==> config.mk <==
export PLATFORM = sky130hd
export DESIGN_NAME = instr_fetch_unit
export DESIGN_NICKNAME = d
export VERILOG_FILES = /design/src/rtl/instr_fetch_unit.sv
export SDC_FILE = /design/constraint.sdc
export NUM_CORES = 1
export LEC_CHECK = 0
export ABC_AREA = 1
export ABC_CLOCK_PERIOD_IN_PS = 2000
export CAP_MARGIN = 20
export CORE_ASPECT_RATIO = 0.7
export CORE_MARGIN = 5
export CORE_UTILIZATION = 40
export DETAILED_ROUTE_END_ITERATION = 8
export PLACE_DENSITY = 0.76
export SLEW_MARGIN = 5
export SYNTH_ARGS = -nofsm -noshare
export SYNTH_HDL_FRONTEND = slang
export SYNTH_SLANG_ARGS = --single-unit
==> constraint.sdc <==
create_clock -name clk_i -period 2 [get_ports clk_i]
set_clock_uncertainty 0.1 [all_clocks]
set_input_delay 0.4 -clock clk_i [delete_from_list [all_inputs] [get_ports clk_i]]
set_output_delay 0.4 -clock clk_i [all_outputs]
set_load 0.02 [all_outputs]
==> src/rtl/instr_fetch_unit.sv <==
// instr_fetch_unit: instruction fetch stage of the multicycle core.
// Issues one word read on the imem req/gnt/rvalid bus per start pulse, buffers
// the returned word for the instruction register and reports misaligned PCs,
// bus errors and (with FETCH_TIMEOUT_EN defined) hung transactions as faults.

package riscv_pkg;
    parameter int XLEN = 32;
endpackage

module instr_fetch_unit #(
    parameter int XLEN           = riscv_pkg::XLEN,
    parameter int TIMEOUT_CYCLES = 255
) (
    input  logic            clk_i,
    input  logic            rstn_i,
    input  logic            fetch_start_i,
    input  logic [XLEN-1:0] pc_i,
    output logic            imem_req_o,
    output logic [XLEN-1:0] imem_addr_o,
    input  logic            imem_gnt_i,
    input  logic            imem_rvalid_i,
    input  logic [XLEN-1:0] imem_rdata_i,
    input  logic            imem_err_i,
    output logic [XLEN-1:0] ir_data_o,
    output logic            ir_wr_en_o,
    output logic            fetch_done_o,
    output logic            fetch_busy_o,
    output logic            fault_o,
    output logic [1:0]      fault_cause_o
);

    typedef enum logic [2:0] {IDLE, REQ, WAIT, DONE, FAULT} state_t;

    localparam logic [1:0] CAUSE_NONE     = 2'b00;
    localparam logic [1:0] CAUSE_MISALIGN = 2'b01;
    localparam logic [1:0] CAUSE_BUS      = 2'b10;
    localparam logic [1:0] CAUSE_TIMEOUT  = 2'b11;

    if (TIMEOUT_CYCLES < 2 || TIMEOUT_CYCLES > 65535) begin : g_bad_timeout
        $error("instr_fetch_unit: TIMEOUT_CYCLES must be within 2..65535");
    end

    state_t state;

`ifdef FETCH_TIMEOUT_EN
    logic [15:0] tmo_cnt;
    logic        tmo_hit;
    logic        drop_pending;

    // The count "reaches" the limit in the cycle whose increment would make it equal
    assign tmo_hit      = ({1'b0, tmo_cnt} + 17'd1) >= 17'(TIMEOUT_CYCLES);
    assign fetch_busy_o = (state != IDLE) || drop_pending;

    // Timeout counter runs only while a bus transaction is outstanding; a WAIT
    // timeout leaves one response owed by memory, which is swallowed here
    always_ff @(posedge clk_i or negedge rstn_i) begin
        if (!rstn_i) begin
            tmo_cnt      <= '0;
            drop_pending <= 1'b0;
        end else begin
            tmo_cnt <= (state == REQ || state == WAIT) ? tmo_cnt + 16'd1 : '0;
            if (state == WAIT && !imem_rvalid_i && tmo_hit)
                drop_pending <= 1'b1;
            else if (drop_pending && imem_rvalid_i)
                drop_pending <= 1'b0;
        end
    end
`else
    assign fetch_busy_o = (state != IDLE);
`endif

    // Fetch FSM; all bus and IR outputs are registered and set on state entry
    always_ff @(posedge clk_i or negedge rstn_i) begin
        if (!rstn_i) begin
            state         <= IDLE;
            imem_req_o    <= 1'b0;
            imem_addr_o   <= '0;
            ir_data_o     <= '0;
            ir_wr_en_o    <= 1'b0;
            fetch_done_o  <= 1'b0;
            fault_o       <= 1'b0;
            fault_cause_o <= CAUSE_NONE;
        end else begin
            ir_wr_en_o   <= 1'b0;
            fetch_done_o <= 1'b0;
            fault_o      <= 1'b0;
            case (state)
                IDLE: begin
                    if (fetch_start_i && !fetch_busy_o) begin
                        if (pc_i[1:0] != 2'b00) begin
                            state         <= FAULT;
                            fault_o       <= 1'b1;
                            fetch_done_o  <= 1'b1;
                            fault_cause_o <= CAUSE_MISALIGN;
                        end else begin
                            state         <= REQ;
                            imem_req_o    <= 1'b1;
                            imem_addr_o   <= pc_i;
                            fault_cause_o <= CAUSE_NONE;
                        end
                    end
                end
                REQ: begin
                    if (imem_gnt_i) begin
                        state      <= WAIT;
                        imem_req_o <= 1'b0;
                    end
`ifdef FETCH_TIMEOUT_EN
                    else if (tmo_hit) begin
                        state         <= FAULT;
                        imem_req_o    <= 1'b0;
                        fault_o       <= 1'b1;
                        fetch_done_o  <= 1'b1;
                        fault_cause_o <= CAUSE_TIMEOUT;
                    end
`endif
                end
                WAIT: begin
                    if (imem_rvalid_i && !imem_err_i) begin
                        state        <= DONE;
                        ir_data_o    <= imem_rdata_i;
                        ir_wr_en_o   <= 1'b1;
                        fetch_done_o <= 1'b1;
                    end else if (imem_rvalid_i) begin
                        state         <= FAULT;
                        fault_o       <= 1'b1;
                        fetch_done_o  <= 1'b1;
                        fault_cause_o <= CAUSE_BUS;
                    end
`ifdef FETCH_TIMEOUT_EN
                    else if (tmo_hit) begin
                        state         <= FAULT;
                        fault_o       <= 1'b1;
                        fetch_done_o  <= 1'b1;
                        fault_cause_o <= CAUSE_TIMEOUT;
                    end
`endif
                end
                DONE:    state <= IDLE;
                FAULT:   state <= IDLE;
                default: state <= IDLE;
            endcase
        end
    end

endmodule

==> impl_metrics.csv <==
group,metric,value,unit
outcome,run_status,"finished clean",
min_path,worstHoldStart,"imem_addr_o[18]$_DFFE_PN0P_",
detailed_routing,drcViolationCount,0,
detailed_routing,drt_wl_total,7875,um
synth,ys_warn_count,0,
sta,timing.final.ws_setup,0.1463,ns
power,power_density,1569,nW/um^2
synth,synth_nets,390,
sta,finalHoldViolations,0,
detailed_routing,routed_via_density,4.525,
placed_design,numPortBuffers,140,
worst_setup_path,crit_arrival,1.35,ns
floorplan,die_x,111.5,um
detailed_routing,dr_total_vias,2552,
floorplan,rows,25,
worst_setup_path,startpoint_type,"flop",
worst_setup_path,r2r_slack,0.55,ns
synth,yosysSeqAreaShare,63.31,%
synth,ys_types,18,
worst_setup_path,critPathTopFamily,"buffers and inverters",
floorplan,die_h,81.06,um
power,cell_internal_pwr,4508,uW
worst_setup_path,critPathMaxStageDelay,0.63,ns
global_routing,track_usage,18.56,%
placed_design,post-place-ws,0.1065,ns
power,p_switching,2740,uW
sta,slew_headroom,70.42,%
global_routing,grt_max_degree,42,
power,switching_share,37.80,%
detailed_routing,drt_iter0_drc,111,
min_path,holdPathStages,2,
synth,syn_area,2885,um^2
sta,fin_tns_setup,0,ns
finish,layout.nets,535,
placed_design,gp_congestion,0.7935,
synth,syn_avg_cell_area,9.016,um^2
worst_setup_path,worst-path-buf-inv,1,
finish,synthToLayoutAreaGrowth,60.10,%
clock_network,cts_setup_buffers,0,
power,pwr-share-clk,17.5,%
sta,setup_viol,0,
worst_setup_path,path_cells,"clkdlybuf4s50_1",
worst_setup_path,r2r_end,"imem_addr_o[8]$_DFFE_PN0P_",
job,maxCapViolCount,0,
sta,finalCritPeriodShare,92.69,%
power,p_leak,0.002319,uW
clock_network,cts-buffers-inserted,9,
sta,tightest_slew,0.4437,ns
power,seqPwrFrac,35.4,%
floorplan,fp.dieArea,9039,um^2
global_routing,grt_pass1_vias,2700,
worst_setup_path,cp_max_fo,2,
clock_network,root_buffer,"clkbuf_8",
detailed_routing,first_pass_iters,4,
min_path,hold_class,"reg2reg",
worst_setup_path,path_class,"reg2out",
global_routing,antenna_found_initial,0,
worst_setup_path,r2r-start,"state[2]$_DFFE_PN0P_",
clock_network,clockBufferDepth,2,
floorplan,core_area,6882,um^2
clock_network,clock_latency,0.33,ns
synth,ys_seq_elements,73,
worst_setup_path,worst_ep_required_time,1.50,ns
clock_network,cts_tree,"yes",
detailed_routing,wl_per_cell,13.96,um
finish,n_antenna_cell,0,
global_routing,grt_pass1_wl,13110,um
power,power_frac_comb,47.1,%
placed_design,place_hpwl,5747,um
sta,rsz0062_at_grt,"no",
worst_setup_path,crit_slowest_cell,"clkdlybuf4s50_1",
sta,slew_violations,0,
sta,min_period,1.854,ns
finish,drive_above_1_share,6.809,%
floorplan,ios,141,
floorplan,start_util,41.93,%
min_path,hold_end,"imem_addr_o[18]$_DFFE_PN0P_",
sta,fmax,0.5394,GHz
clock_network,htreeDepth,3,
clock_network,clkTransAtPathRegs,0.07,ns
clock_network,cts.sinks,73,
global_routing,gr-total-overflow,0,
worst_setup_path,cp-end-kind,"output pin",
detailed_routing,ant_nets,0,
finish,nFillCells,566,
synth,synth_cells,320,
worst_setup_path,reg2reg_depth,7,
power,ir_worst_vdd,0.0008919,V
==> stage by stage <==
stage          util (%)  total power, uW  hold WS [ns]  cell area, um^2  std cells
5_1_grt           67.13             7707        0.3893             4619        564
3_5_place_dp      63.78             6043        0.2785             4389        547
3_3_place_gp      63.78             5960        0.2715             4389        547
4_1_cts           67.13             7338        0.3758             4619        564
6_report          67.13             7248        0.3705             4619        564
2_1_floorplan         -             4225      0.004409             2885        320
==> repair_timing <==
action,in CTS,in global routing
hold buffers,1,0
resized for setup,2,0
hold endpoints to repair,32,0
setup endpoints to repair,1,0
==> final cells by class <==
class | instances | area [um^2] | area share [%]
well taps | 94 | 117.6 | 2.546
clock inverters | 5 | 78.83 | 1.706
flip-flops and latches | 73 | 1828 | 39.57
multi-input cells | 223 | 907.1 | 19.64
clock buffers | 11 | 141.4 | 3.061
inverters | 11 | 43.79 | 0.9480
repair buffers | 147 | 1503 | 32.53
==> state kept, by name, summed over array words and instances (netlist names) <==
name and flops:
ir_wr_en_o 1, fault_cause_o 2, fault_o 1, imem_addr_o 32
imem_req_o 1, fetch_done_o 1, state 3, ir_data_o 32
==> power groups by stage <==
stage | Combinational (uW) | Sequential (uW) | Clock [uW]
after floorplan | 881 | 3340 | 0
final | 3410 | 2570 | 1270
after global routing | 3690 | 2640 | 1370
after detailed placement | 3470 | 2570 | 0
after global placement | 3410 | 2550 | 0
after CTS | 3460 | 2570 | 1310
==> cells by family (layout without fill, tap and decap cells) <==
logic type	after synthesis	in the layout	share of synthesized area (%)
DFF	73	73	63.31
AOI/OAI and AO/OA	2	2	0.3466
and+or+nand+nor	221	221	31.09
buffers and inverters	24	174	5.247
==> cell usage in the layout (no fill, tap or decap) <==
| cell type | instances |
|---|---|
| clkinv_4 | 1 |
| o21ai_0 | 1 |
| inv_2 | 2 |
| nand4_1 | 1 |
| nand2_1 | 198 |
| dlygate4sd2_1 | 1 |
| dfrtp_2 | 1 |
| inv_1 | 8 |
| nor2_8 | 1 |
| a21oi_1 | 1 |
| buf_4 | 3 |
| nor2_1 | 9 |
| clkbuf_1 | 1 |
| nor2_4 | 1 |
| nand2_2 | 2 |
| nand3_4 | 2 |
| nand3_1 | 7 |
| clkinv_2 | 2 |
| inv_4 | 1 |
| bufinv_16 | 2 |
| buf_12 | 4 |
| clkbuf_8 | 10 |
| dlygate4sd3_1 | 1 |
| clkdlybuf4s50_1 | 138 |
| dfrtp_1 | 72 |
==> layer usage <==
layer / part of all wire [%] / vias to the layer above / global-route usage (%) / wire length (um)
met5: 0 / - / 0 / 0
met4: 0.80 / 0 / 5.103 / 63
met3: 10 / 7 / 9.233 / 826
met2: 43 / 113 / 29.18 / 3379
met1: 46 / 1177 / 22.99 / 3605
li1: - / 1255 / - / -
==> cell usage after synthesis <==
library cell	number	share of area, %
nor2_4	1	0.39
a21oi_1	1	0.17
clkbuf_1	2	0.26
inv_4	1	0.22
buf_4	3	0.78
inv_2	2	0.26
nor2_8	1	0.69
inv_1	8	1.0
nand3_4	2	1.2
nor2_1	9	1.2
nand2_1	198	26
buf_2	2	0.35
buf_6	6	2.3
o21ai_0	1	0.17
nand3_1	7	1.2
nand2_2	2	0.43
dfrtp_1	73	63
nand4_1	1	0.22
==> how the worst max path moves through the flow <==
stage	cells past startpoint	to	startpoint
2_1_floorplan	7	imem_addr_o[2]$_DFFE_PN0P_	state[2]$_DFFE_PN0P_
3_3_place_gp	7	imem_addr_o[12]$_DFFE_PN0P_	pc_i[1]
3_5_place_dp	8	ir_data_o[2]$_DFFE_PN0P_	imem_rvalid_i
4_1_cts	1	imem_addr_o[30]	imem_addr_o[30]$_DFFE_PN0P_
5_1_grt	1	ir_data_o[2]	ir_data_o[2]$_DFFE_PN0P_
6_report	1	imem_addr_o[30]	imem_addr_o[30]$_DFFE_PN0P_
No activity file was read; power rests on OpenSTA's default activity.
==> RTL change 1, RTL diff (same settings) <==
Set the package constant `XLEN` to 16 (it was 32).
--- a/src/rtl/instr_fetch_unit.sv
+++ b/src/rtl/instr_fetch_unit.sv
@@ -5,5 +5,5 @@
 
 package riscv_pkg;
-    parameter int XLEN = 32;
+    parameter int XLEN = 16;
 endpackage
 
Ports: changed (resized imem_addr_o, imem_rdata_i, ir_data_o and pc_i); port bits go from 141 to 77. No check against the original RTL was run, so the function may have changed too.
==> RTL change 1 against the unedited design <==
- fmax about the same
- wire length down 51%
- final area down 45%
- first-iteration DRC count down 63%
- area after synthesis decreased by 42%
- sequential cell count shrank 32
- register-to-register slack gained 0.04 ns
- total power shrank 49%
- setup slack better by 0.0011 ns
- largest cell class unchanged
- largest power group unchanged
==> RTL change 1: results (changes against the unedited design) <==
The logs give 5 (-4) for the number of buffers created by CTS and 0.827 (+4.2%) for the placer's final routability congestion estimate. The run gives 1403 (-45%) as the total vias in the final route. The slew at the pin closest to its max-slew limit works out to 0.510 ns (+0.0658 ns). The post-synthesis net count was 219 (-44%); the largest fanout on the critical path was 6 (+4). The met1 demand-to-capacity share in global routing is 21.9% (-1.1 points), and the share of post-route cells with drive strength above 1 is 7.22% (+0.42 points).

Maximum single-stage delay on the critical path: 0.48 ns (-0.15 ns). For the number of combinational gates with multiple inputs, the log shows 127 (-43%). The cell with the biggest individual delay on the critical path was dfrtp_1. Sorting the synthesized cells by how often they occur yields 105 x nand2_1, 41 x dfrtp_1, 7 x nor2_1.

The portion of the post-synthesis area used by sequential elements was 61.7% (-1.6 points). The final-stage net count is 301 (-44%). The first-pass GRT wire length came out at 6660 um (-49%). The tools report the total wirelength of the detailed-routed design as 3870 um (-51%). The proportion of final cell area spent on non-clock buffers is 30.4% (-2.1 points). The global-route usage over all layers is 15.2% (-3.3 points). The worst ir drop on vdd was 0.731 mV (-18%).

The share of the final layout cell area in sequential cells was 40.2% (+0.62 points); the met3 track demand over resource in global routing was 5.52% (-3.7 points). The flow ran to the end, and the final reports show no timing, DRC or antenna violations. In the final layout, the registers with the most flip-flops are imem_addr_o: 16 flops, ir_data_o: 16 flops, state: 3 flops.

By area the synthesized netlist is led by dfrtp_1 62%, nand2_1 24%, nor2_8 2.4%. The count of buffers inserted at the top-level ports was 76 (-46%); the number of non-clock buffers in the layout was 79 (-46%). The layer flagged by global routing as most heavily used is met1. The number of instances in the placed design is 308 (-44%).

The path class of the tightest hold or removal check is primary input to asynchronous set/reset pin. The CTS H-tree depth came out at 2 (-1). Area of the multi-input gates: 559 um^2 (-38%).

The clock-cell share of area is 3.38% (-1.4 points). The iteration-0 DRC count of the detailed router is 41 (-63%), and the layout inverter count without the clock tree is 9 (-2). The mean post-synth cell area works out to 9.19 um^2 (+1.9%).
==> RTL change 1: per-layer routing <==
layer,routed length [um],up-vias
li1,-,714
met1,1810,621
met2,1630,64
met3,403,4
met4,27,0
met5,0,-
==> RTL change 1: where the power goes <==
group          total [W]  leakage, nW  internal (W)  switching, W
logic            0.00179        0.714      0.000851      0.000940
registers        0.00142        0.525       0.00119      0.000230
clock network   0.000518       0.0443      0.000273      0.000244
total            0.00372         1.28       0.00231       0.00141
==> RTL change 1: repair_timing <==
item                                   CTS  global route
hold buffers                             0             0
resized for setup                        1             0
endpoints found under the hold margin    0             0
setup endpoints to repair                1             0
==> RTL change 1: cells by family after synthesis <==
family	count (synthesis)	synth area share (%)
buffers and inverters	13	4.66
AND/OR/NAND/NOR	123	32.3
AO/OA/AOI/OAI	4	1.35
flip-flops	41	61.7
==> RTL change 1: path summary, 6_finish.rpt <==
kind,from,end,slack (ns),cells past startpoint
max,state[0]$_DFFE_PN0P_,fetch_busy_o,0.15,3
min,rstn_i,imem_addr_o[4]$_DFFE_PN0P_,0.08,2
max reg2reg,state[0]$_DFFE_PN0P_,imem_addr_o[7]$_DFFE_PN0P_,0.59,6
min reg2reg,imem_addr_o[2]$_DFFE_PN0P_,imem_addr_o[2]$_DFFE_PN0P_,0.37,2
max in group asynchronous,rstn_i,ir_data_o[1]$_DFFE_PN0P_,1.37,2
min in group clk_i,imem_addr_o[2]$_DFFE_PN0P_,imem_addr_o[2]$_DFFE_PN0P_,0.37,2
==> RTL change 1: stage by stage <==
step	total power [W]	instance area, um^2	setup slack (ns)
finish	0.00372	2550	0.147
global route	0.00400	2550	0.0746
CTS	0.00378	2550	0.132
detailed placement	0.00326	2470	0.198
global placement	0.00322	2470	0.228
floorplan	0.00233	1660	0.637
==> RTL change 2, RTL diff (same settings) <==
Without the edit above. Encoding of `state_t`: now one-hot (5 bits for 5 states).
--- a/src/rtl/instr_fetch_unit.sv
+++ b/src/rtl/instr_fetch_unit.sv
@@ -30,5 +30,5 @@
 );
 
-    typedef enum logic [2:0] {IDLE, REQ, WAIT, DONE, FAULT} state_t;
+    typedef enum logic [4:0] {IDLE = 5'b00001, REQ = 5'b00010, WAIT = 5'b00100, DONE = 5'b01000, FAULT = 5'b10000} state_t;
 
     localparam logic [1:0] CAUSE_NONE     = 2'b00;
Behaviour: no difference found for any inputs over 10 cycles, from zero or initial values and one cycle with rstn_i low; not proved beyond that.
==> RTL change 2 against the unedited design <==
- total power shrank 25%
- via count grew 0.78%
- setup slack gained 0.0055 ns
- wire length shrank 1.8%
- critical path type unchanged
- count of clock-buffer cells in the layout shrank 1
- core utilization grew 0.54 points
- sequential cell count grew 2
- area after synthesis shrank 0.78%
- final area grew 0.35%
==> RTL change 2: results (changes against the unedited design) <==
The maximum number of pins on one net before global-route repair is 46 (+9.5%), and the net switching component of the power is 0.00189 W (-31%). The power dissipated in combinational cells was 0.00208 W (-39%); the area of the placeable core was 6850 um^2 (-0.45%). The flow ran to the end, and the final reports show no timing, DRC or antenna violations. The number of instances in the placed design came out at 551 (+0.73%). The synthesized-area fraction occupied by ao, oa, aoi and oai cells was 0.874% (+0.53 points). The logs give 7730 um (-1.8%) for the total wirelength of the detailed-routed design and 4420 um^2 (+0.71%) for the instance area after placement. Post-placement worst setup slack: 0.00368 ns (-0.103 ns). The run gives 539 (+0.75%) as the final-stage net count.

The cell at the root of the clock tree is clkbuf_8. The worst ir drop on vdd was 0.523 mV (-41%). The power density of the placed cells was 1180 nW/um^2 (-25%); the share of synthesized area spent on multiplexers was 0% (unchanged).

The power dissipated in sequential cells was 0.00217 W (-16%); the first-pass GRT wire length was 12800 um (-2.3%). The detailed-route vias per instance is 4.53 (about the same). In the post-synthesis netlist, the biggest area contributors are dfrtp_1 65%, nand2_1 26%, buf_2 1.6%. The number of non-clock buffers in the layout came out at 149 (+1.4%). The run gives 67.7% (+0.54 points) as the final core utilization. The iteration-0 DRC count of the detailed router came out at 131 (+18%). For the worst slew margin relative to its limit, the log shows 62.1% (-8.3 points). The largest registers in the layout are imem_addr_o: 32 flops, ir_data_o: 32 flops, state: 5 flops. The number of fillers in the final layout is 527 (-6.9%).

The logs give 2.33 nW (+0.58%) for the total leakage power and 10 (-1) for the clock tree buffer count of the final layout. For the half-perimeter wire length after detailed placement, the log shows 5720 um (-0.54%). The proportion of final cell area spent on non-clock buffers is 32.4% (-0.14 points), and the placer's final routability congestion estimate is 0.789 (-0.53%). The clock-cell share of area was 4.53% (-0.23 points). The global-route usage over all layers was 18.1% (-0.49 points); the share of post-route cells with drive strength above 1 was 7.81% (+1.0 points). The share of the final layout cell area in sequential cells works out to 40.5% (+0.94 points). The multi-input gate share of total cell area was 19.0% (-0.66 points); the number of combinational gates with multiple inputs was 221 (-0.90%).

The routed length per instance was 13.6 um (-2.5%). The mean post-synth cell area was 8.92 um^2 (-1.1%). The clock transition at the registers of the reported paths is 0.09 ns (+0.02 ns).
==> RTL change 2: changes by cell type after synthesis, sizes merged, moves of 2 or more <==
cell	change
buf	-2
nand4	+3
o21ai	+4
clkinv	+2
nand2	-5
nand3	-5
==> RTL change 2: per-layer routing <==
layer,vias to the layer above,global-route usage [%],part of all wire (%)
met5,-,0,0
met4,0,4.98,0.85
met3,4,7.59,6.7
met2,85,29.6,49
met1,1209,22.4,44
li1,1274,-,-
==> RTL change 2: repair_timing <==
action                                  4_1_cts  5_1_grt
hold endpoints to repair                     42        0
endpoints found under the setup margin        1        1
setup buffers                                 0        0
hold buffers                                  1        0
resized for setup                             1        2
==> RTL change 2: logic make-up (layout without fill, tap and decap cells) <==
logic type / Yosys count / after routing
buffers and inverters: 25 / 178
AND/OR/NAND/NOR: 216 / 216
flip-flops: 75 / 75
AO/OA/AOI/OAI: 5 / 5
==> RTL change 2: worst paths after layout <==
path | from | endpoint | slack (ns) | cells past startpoint
setup / recovery | ir_data_o[3]$_DFFE_PN0P_ | ir_data_o[3] | 0.15 | 1
hold / removal | imem_addr_o[22]$_DFFE_PN0P_ | imem_addr_o[22]$_DFFE_PN0P_ | 0.37 | 2
setup reg to reg | state[0]$_DFFE_PN1P_ | imem_addr_o[18]$_DFFE_PN0P_ | 0.20 | 8
hold reg to reg | imem_addr_o[22]$_DFFE_PN0P_ | imem_addr_o[22]$_DFFE_PN0P_ | 0.37 | 2
max in group asynchronous | rstn_i | ir_data_o[9]$_DFFE_PN0P_ | 0.76 | 3
min in group asynchronous | rstn_i | ir_data_o[1]$_DFFE_PN0P_ | 0.49 | 2
==> RTL change 2: worst min-delay path: stages, from the launching register on <==
cell	delay [ns]
dfrtp_1	0.34
nand2_1	0.05
nand2_1	0.05
